## src/rtl/inst_fetch_if.sv

```systemverilog
// inst_fetch_if: PC/fetch-enable request, RAM byte port and IF/ID result
// bundle; master is the PC/RAM side, slave is the fetch unit.
interface inst_fetch_if #(
    parameter int ADDR_W = 32
);
    logic [ADDR_W-1:0] pc_in;
    logic              ce_in;
    logic              branch_flag_in;
    logic [7:0]        mem_din_in;
    logic [ADDR_W-1:0] mem_a_out;
    logic              mem_wr_out;
    logic [31:0]       inst_out;
    logic [ADDR_W-1:0] inst_addr_out;
    logic              inst_valid_out;
    logic              stall_req_out;

    modport master (
        output pc_in,
        output ce_in,
        output branch_flag_in,
        output mem_din_in,
        input  mem_a_out,
        input  mem_wr_out,
        input  inst_out,
        input  inst_addr_out,
        input  inst_valid_out,
        input  stall_req_out
    );

    modport slave (
        input  pc_in,
        input  ce_in,
        input  branch_flag_in,
        input  mem_din_in,
        output mem_a_out,
        output mem_wr_out,
        output inst_out,
        output inst_addr_out,
        output inst_valid_out,
        output stall_req_out
    );
endinterface

```

## src/rtl/inst_fetch.sv

```systemverilog
// inst_fetch: reads a 32-bit little-endian instruction over a byte RAM port.
// Define ICACHE_EN to add a direct-mapped instruction cache.
module inst_fetch #(
    parameter int ADDR_W         = 32,
    parameter int ICACHE_INDEX_W = 4
) (
    input logic         clk_in,
    input logic         rst_in,
    input logic         rdy_in,
    inst_fetch_if.slave bus
);
    typedef enum logic [1:0] {IDLE, ADDR, DATA} state_t;

    state_t            state;
    state_t            state_nx;
    logic [1:0]        cyc;
    logic [ADDR_W-1:0] base;
    logic [ADDR_W-1:0] mem_a;
    logic [ADDR_W-1:0] inst_addr;
    logic [23:0]       lo;
    logic [31:0]       inst;
    logic              valid;
    logic              stall;
    logic              start;
    logic              hit;
    logic              step;
    logic              flush;
    logic              finish;
    logic [31:0]       hit_inst;

    if (ICACHE_INDEX_W < 1 || ICACHE_INDEX_W > ADDR_W - 3) begin : g_bad_cfg
        $error("ICACHE_INDEX_W out of range for ADDR_W");
    end

`ifdef ICACHE_EN
    localparam int ENTRIES = 1 << ICACHE_INDEX_W;
    localparam int TAG_W   = ADDR_W - ICACHE_INDEX_W - 2;

    logic [ENTRIES-1:0]        c_valid;
    logic [TAG_W-1:0]          c_tag  [ENTRIES];
    logic [31:0]               c_data [ENTRIES];
    logic [ICACHE_INDEX_W-1:0] rd_idx;
    logic [ICACHE_INDEX_W-1:0] wr_idx;
    logic                      fill;

    assign rd_idx   = bus.pc_in[ICACHE_INDEX_W+1:2];
    assign wr_idx   = base[ICACHE_INDEX_W+1:2];
    assign hit_inst = c_data[rd_idx];
    assign fill     = rdy_in && finish && base[1:0] == 2'b00;

    always_comb begin
        hit = 1'b0;
        if (state == IDLE && bus.ce_in && !bus.branch_flag_in
            && bus.pc_in[1:0] == 2'b00 && c_valid[rd_idx]
            && c_tag[rd_idx] == bus.pc_in[ADDR_W-1:ICACHE_INDEX_W+2])
            hit = 1'b1;
    end

    always_ff @(posedge clk_in) begin
        if (rst_in)
            c_valid <= '0;
        else if (fill)
            c_valid[wr_idx] <= 1'b1;
    end

    // Tag/data arrays need no reset; the valid bits guard them.
    always_ff @(posedge clk_in) begin
        if (!rst_in && fill) begin
            c_tag[wr_idx]  <= base[ADDR_W-1:ICACHE_INDEX_W+2];
            c_data[wr_idx] <= {bus.mem_din_in, lo};
        end
    end
`else
    assign hit      = 1'b0;
    assign hit_inst = '0;
`endif

    always_ff @(posedge clk_in) begin
        if (rst_in)
            state <= IDLE;
        else if (rdy_in)
            state <= state_nx;
    end

    always_comb begin
        state_nx = state;
        unique case (state)
            IDLE: if (start) state_nx = ADDR;
            ADDR: begin
                if (bus.branch_flag_in)
                    state_nx = IDLE;
                else if (cyc == 2'd3)
                    state_nx = DATA;
            end
            DATA:    state_nx = IDLE;
            default: state_nx = IDLE;
        endcase
    end

    always_comb begin
        flush  = bus.branch_flag_in && state != IDLE;
        start  = state == IDLE && bus.ce_in
                 && !bus.branch_flag_in && !hit;
        step   = state == ADDR && !bus.branch_flag_in;
        finish = state == DATA && !bus.branch_flag_in;
    end

    // Byte k arrives while cyc == k+1; byte 3 arrives in DATA.
    always_ff @(posedge clk_in) begin
        if (rst_in) begin
            base      <= '0;
            mem_a     <= '0;
            inst      <= '0;
            inst_addr <= '0;
            lo        <= '0;
            cyc       <= '0;
            valid     <= 1'b0;
            stall     <= 1'b0;
        end else if (rdy_in) begin
            valid <= 1'b0;
            if (start) begin
                base  <= bus.pc_in;
                mem_a <= bus.pc_in;
                stall <= 1'b1;
                cyc   <= '0;
            end
            if (hit) begin
                inst      <= hit_inst;
                inst_addr <= bus.pc_in;
                valid     <= 1'b1;
            end
            if (step) begin
                cyc <= cyc + 2'd1;
                if (cyc != 2'd3)
                    mem_a <= mem_a + ADDR_W'(1);
                if (cyc != 2'd0)
                    lo <= {bus.mem_din_in, lo[23:8]};
            end
            if (flush)
                stall <= 1'b0;
            if (finish) begin
                inst      <= {bus.mem_din_in, lo};
                inst_addr <= base;
                valid     <= 1'b1;
                stall     <= 1'b0;
            end
        end
    end

    assign bus.mem_a_out      = mem_a;
    assign bus.mem_wr_out     = 1'b0;
    assign bus.inst_out       = inst;
    assign bus.inst_addr_out  = inst_addr;
    assign bus.inst_valid_out = valid;
    assign bus.stall_req_out  = stall;
endmodule

```

## src/flat_wrapper.sv

```systemverilog
// flat-port wrapper written by rule: the top's interface ports become plain ports
module inst_fetch_flat 
#(
    parameter int ADDR_W         = 32,
    parameter int ICACHE_INDEX_W = 4
)
  (clk_in, rst_in, rdy_in, bus_pc_in, bus_ce_in, bus_branch_flag_in, bus_mem_din_in, bus_mem_a_out, bus_mem_wr_out, bus_inst_out, bus_inst_addr_out, bus_inst_valid_out, bus_stall_req_out);
  inst_fetch_if #(.ADDR_W(ADDR_W)) bus_i ();
  input logic clk_in;
  input logic rst_in;
  input logic rdy_in;
  input wire logic [$bits(bus_i.pc_in)-1:0] bus_pc_in;
  input wire logic [$bits(bus_i.ce_in)-1:0] bus_ce_in;
  input wire logic [$bits(bus_i.branch_flag_in)-1:0] bus_branch_flag_in;
  input wire logic [$bits(bus_i.mem_din_in)-1:0] bus_mem_din_in;
  output wire logic [$bits(bus_i.mem_a_out)-1:0] bus_mem_a_out;
  output wire logic [$bits(bus_i.mem_wr_out)-1:0] bus_mem_wr_out;
  output wire logic [$bits(bus_i.inst_out)-1:0] bus_inst_out;
  output wire logic [$bits(bus_i.inst_addr_out)-1:0] bus_inst_addr_out;
  output wire logic [$bits(bus_i.inst_valid_out)-1:0] bus_inst_valid_out;
  output wire logic [$bits(bus_i.stall_req_out)-1:0] bus_stall_req_out;
  assign bus_i.pc_in = bus_pc_in;
  assign bus_i.ce_in = bus_ce_in;
  assign bus_i.branch_flag_in = bus_branch_flag_in;
  assign bus_i.mem_din_in = bus_mem_din_in;
  assign bus_mem_a_out = bus_i.mem_a_out;
  assign bus_mem_wr_out = bus_i.mem_wr_out;
  assign bus_inst_out = bus_i.inst_out;
  assign bus_inst_addr_out = bus_i.inst_addr_out;
  assign bus_inst_valid_out = bus_i.inst_valid_out;
  assign bus_stall_req_out = bus_i.stall_req_out;
  inst_fetch #(.ADDR_W(ADDR_W), .ICACHE_INDEX_W(ICACHE_INDEX_W)) u_core (.clk_in(clk_in), .rst_in(rst_in), .rdy_in(rdy_in), .bus(bus_i));
endmodule
```

## config.mk

```make
export PLATFORM = sky130hd
export DESIGN_NAME = inst_fetch_flat
export DESIGN_NICKNAME = d
export VERILOG_FILES = /design/src/rtl/inst_fetch_if.sv /design/src/rtl/inst_fetch.sv /design/src/flat_wrapper.sv
export SDC_FILE = /design/constraint.sdc
export NUM_CORES = 1
export LEC_CHECK = 0
export BUFFER_PORTS_ARGS = -buffer_cell sky130_fd_sc_hd__buf_4
export CAP_MARGIN = 10
export CELL_PAD_IN_SITES_DETAIL_PLACEMENT = 0
export CELL_PAD_IN_SITES_GLOBAL_PLACEMENT = 1
export CORE_MARGIN = 2
export CORE_UTILIZATION = 42
export DETAILED_ROUTE_END_ITERATION = 10
export HOLD_SLACK_MARGIN = 0.1
export PLACE_DENSITY_LB_ADDON = 0.1
export SETUP_SLACK_MARGIN = 0.1
export SLEW_MARGIN = 10
export SYNTH_ARGS = -nofsm -noshare
export SYNTH_HDL_FRONTEND = slang
export SYNTH_SLANG_ARGS = --single-unit
```

## constraint.sdc

```tcl
create_clock -name clk_in -period 5.9 [get_ports clk_in]
set_input_delay 1.18 -clock clk_in [delete_from_list [all_inputs] [get_ports clk_in]]
set_output_delay 1.18 -clock clk_in [all_outputs]
set_load 0.01 [all_outputs]
```

==> metrics.cfg <==
[synth]
postSynthAreaPerCell_um2 = 7.694
synthTopCellsByCount = nand2_1 (274), dfxtp_1 (158), a21oi_1 (146), clkbuf_1 (62), nor2_1 (25)
synth-edff-count = 0
seq_area_frac_synth_pct = 49.12
netlist_instances = 837
synth_most_common_cell = nand2_1
synthFlopType = dfxtp_1
yosysUniqueCellTypes = 55
async_flop_share_pct = 0
synth_top_area_share_pct = 49.12
synthTopCellsByArea = dfxtp_1 (49%), nand2_1 (16%), a21oi_1 (11%)
syn_nets = 885
synthesis.area_um2 = 6440
ys_ff_latch = 158
synth-warning-count = 0
yosys.area.top_type = dfxtp_1

[placement]
globalplace.congestion = 0.9054
place_ws_ns = 2.777
place_area_um2 = 7552
post-dp-hpwl_um = 12800
placed_cells = 1106
io_buffers = 142

[route]
drtIter0Drc = 531
wl_per_cell_um = 16.57
vias = 6283
drc = 0
drtAntennaViolNets = 0
avgViaCountPerCell = 5.521
first_pass_iters = 5
wl_um = 18860

[power_and_ir_drop]
swShare_pct = 23.94
p_per_area_nw_per_um2 = 287.3
seq_power_share_pct = 47.5
leakage_nw = 2.970
power_mw = 2.339
ir_drop_mv = 0.1862
p_int_mw = 1.779
p_clk_share_pct = 46.1
power_frac_comb_pct = 6.4
p_sw_mw = 0.5599

[sta]
timing.fmax_mhz = 370.7
worst_pin_slew_ns = 1.074
drv_slew = 0
skew_ns = 0.008540
timing.final.crit_share_pct = 45.73
period_needed_ns = 2.698
tns_ns = 0
slew_headroom_pct = 28.42
setup_ws_ns = 3.202
whs_ns = 0.4521
grt_setup_unrepaired = no
finalSetupViolCount = 0
finalHoldViolations = 0

[cts]
numCtsBuffers = 17
cts_hold_buf = 0
root_buffer = clkbuf_16
clk_pin_slew_worst_paths_ns = 0.06
cts.repair.resized = 0
tritoncts = yes
htree_levels = 4
cts_setup_buffers = 0
insertion_delay_ns = 0.42
numClockSinks = 158
clockBufferDepth = 2

[layout]
fillerInstances = 1490
drive_gt1_share_pct = 20.74
postLayoutCoreUtil_pct = 53.95
layout.cells.non_filler = 1138
diodes = 0
layout.nets = 985
fin_area_um2 = 8140
areaGrowthSynthToFinish_pct = 26.40

[setup_path]
cp_common_cell = buf_4
critPathSlowestCell = buf_4
slowest_delay_ns = 0.36
arrival_ns = 3.00
crit_fanout = 40
cp.required_ns = 6.20
end_kind = flop
path_cells = buf_4 > nor2b_1 > and2_1 > buf_4 > nand2_1 > and4_1 > a2111oi_0
crit_type = in2reg
path_buf_inv = 2
critPathLaunchType = primary input
cp_top_family = simple AND/OR/NAND/NOR gates

[floorplan]
start_util_pct = 42.68
die_y_um = 127.8
io-pin-count = 144
core_um2 = 15090
rows = 45
dieWidth_um = 127.8
dieArea_um2 = 16340

[grt]
gr-total-overflow = 0
grt_pass1_wl_um = 29770
antenna_found_initial = 0
grt_pass1_vias = 5859
grt_max_degree = 101
grt.total_usage_pct = 23.21

[flow_run]
drv_cap = 0

[hold_path]
hold_class = reg2reg

[run_status]
status = complete, no violations

## worst reg2reg max path: stages, from the launching register on
cell,delay (ns)
dfxtp_1,0.50
nand4_2,0.21
or3_1,0.55
or3_1,0.44
or4_1,0.40
a41oi_1,0.21
## power groups by stage
stage | Combinational [mW] | Clock (mW) | Sequential [mW]
after floorplan | 0.0763 | 0 | 1.13
after global placement | 0.147 | 0 | 1.13
after detailed placement | 0.149 | 0 | 1.13
after CTS | 0.149 | 1.10 | 1.11
after global routing | 0.163 | 1.15 | 1.11
final | 0.149 | 1.08 | 1.11
## per-layer routing
metal / routed length [um] / up-vias / track usage (%) / share of wire [%]
met1: 7924 / 2949 / 27.94 / 42
met3: 1112 / 45 / 5.509 / 5.9
met5: 0 / - / 0 / 0
met2: 9113 / 212 / 38.94 / 48
met4: 709 / 0 / 11.44 / 3.8
li1: - / 3077 / - / -
## placed cells by master (no fill, tap or decap), types with 3 or more instances in the layout
cell type	synthesis	final
clkinvlp_4	0	4
o21ai_0	16	16
a41o_1	3	3
o211ai_1	4	4
o31ai_1	3	3
nor4_1	3	3
a22oi_1	3	3
or3_1	3	3
dfxtp_1	158	158
and4_1	4	4
nor3_1	9	9
nand2b_1	6	6
buf_4	1	151
ha_1	3	3
nand2_1	274	274
clkbuf_16	0	17
a211oi_1	18	18
nand4_1	6	6
nor2b_1	3	3
nand3_1	14	13
o32ai_1	4	4
a31oi_1	4	4
nor2_1	25	25
a21oi_1	146	146
inv_1	5	5
a221oi_1	3	3
clkbuf_8	0	4
o22ai_1	8	8
or4_1	4	4
## layout make-up
type / instances / area, um^2 / area share, %
clock buffer: 21 / 480.5 / 5.902
clock inverter: 11 / 107.6 / 1.322
inverter: 5 / 18.77 / 0.2306
multi-input combinational: 604 / 3002 / 36.87
sequential: 158 / 3163 / 38.86
tap: 188 / 235.2 / 2.890
timing repair buffer: 151 / 1134 / 13.93
## registers in the layout, summed over array words and instances, names as in the netlist
signal,count
u_core.bus.inst_valid_out,1
u_core.bus.stall_req_out,1
u_core.cyc,2
u_core.bus.inst_addr_out,32
u_core.bus.inst_out,32
u_core.base,32
u_core.state,2
u_core.bus.mem_a_out,32
u_core.lo,24
## logic make-up (layout without fill, tap and decap cells)
| family | after synthesis | in the layout | share of synthesized area, % |
|---|---|---|---|
| AO/OA/AOI/OAI | 229 | 229 | 20.73 |
| XOR/XNOR | 1 | 1 | 0.1360 |
| adder cells (fa/ha/maj) | 3 | 3 | 0.5829 |
| buffers and inverters | 75 | 188 | 4.469 |
| flip-flops | 158 | 158 | 49.12 |
| multiplexers | 2 | 2 | 0.3497 |
| other | 1 | 1 | 0.05823 |
| AND/OR/NAND/NOR | 368 | 368 | 24.56 |
## worst paths after layout
check,from,endpoint,slack (ns),cells after the start
setup / recovery,rdy_in,u_core.bus.mem_a_out[25],3.20,7
hold / removal,u_core.base[22],u_core.bus.inst_addr_out[22],0.45,2
hold reg to reg,u_core.base[22],u_core.bus.inst_addr_out[22],0.45,2
setup reg to reg,u_core.bus.mem_a_out[8],u_core.bus.mem_a_out[29],3.49,5
Power figures use the tool's default switching activity.
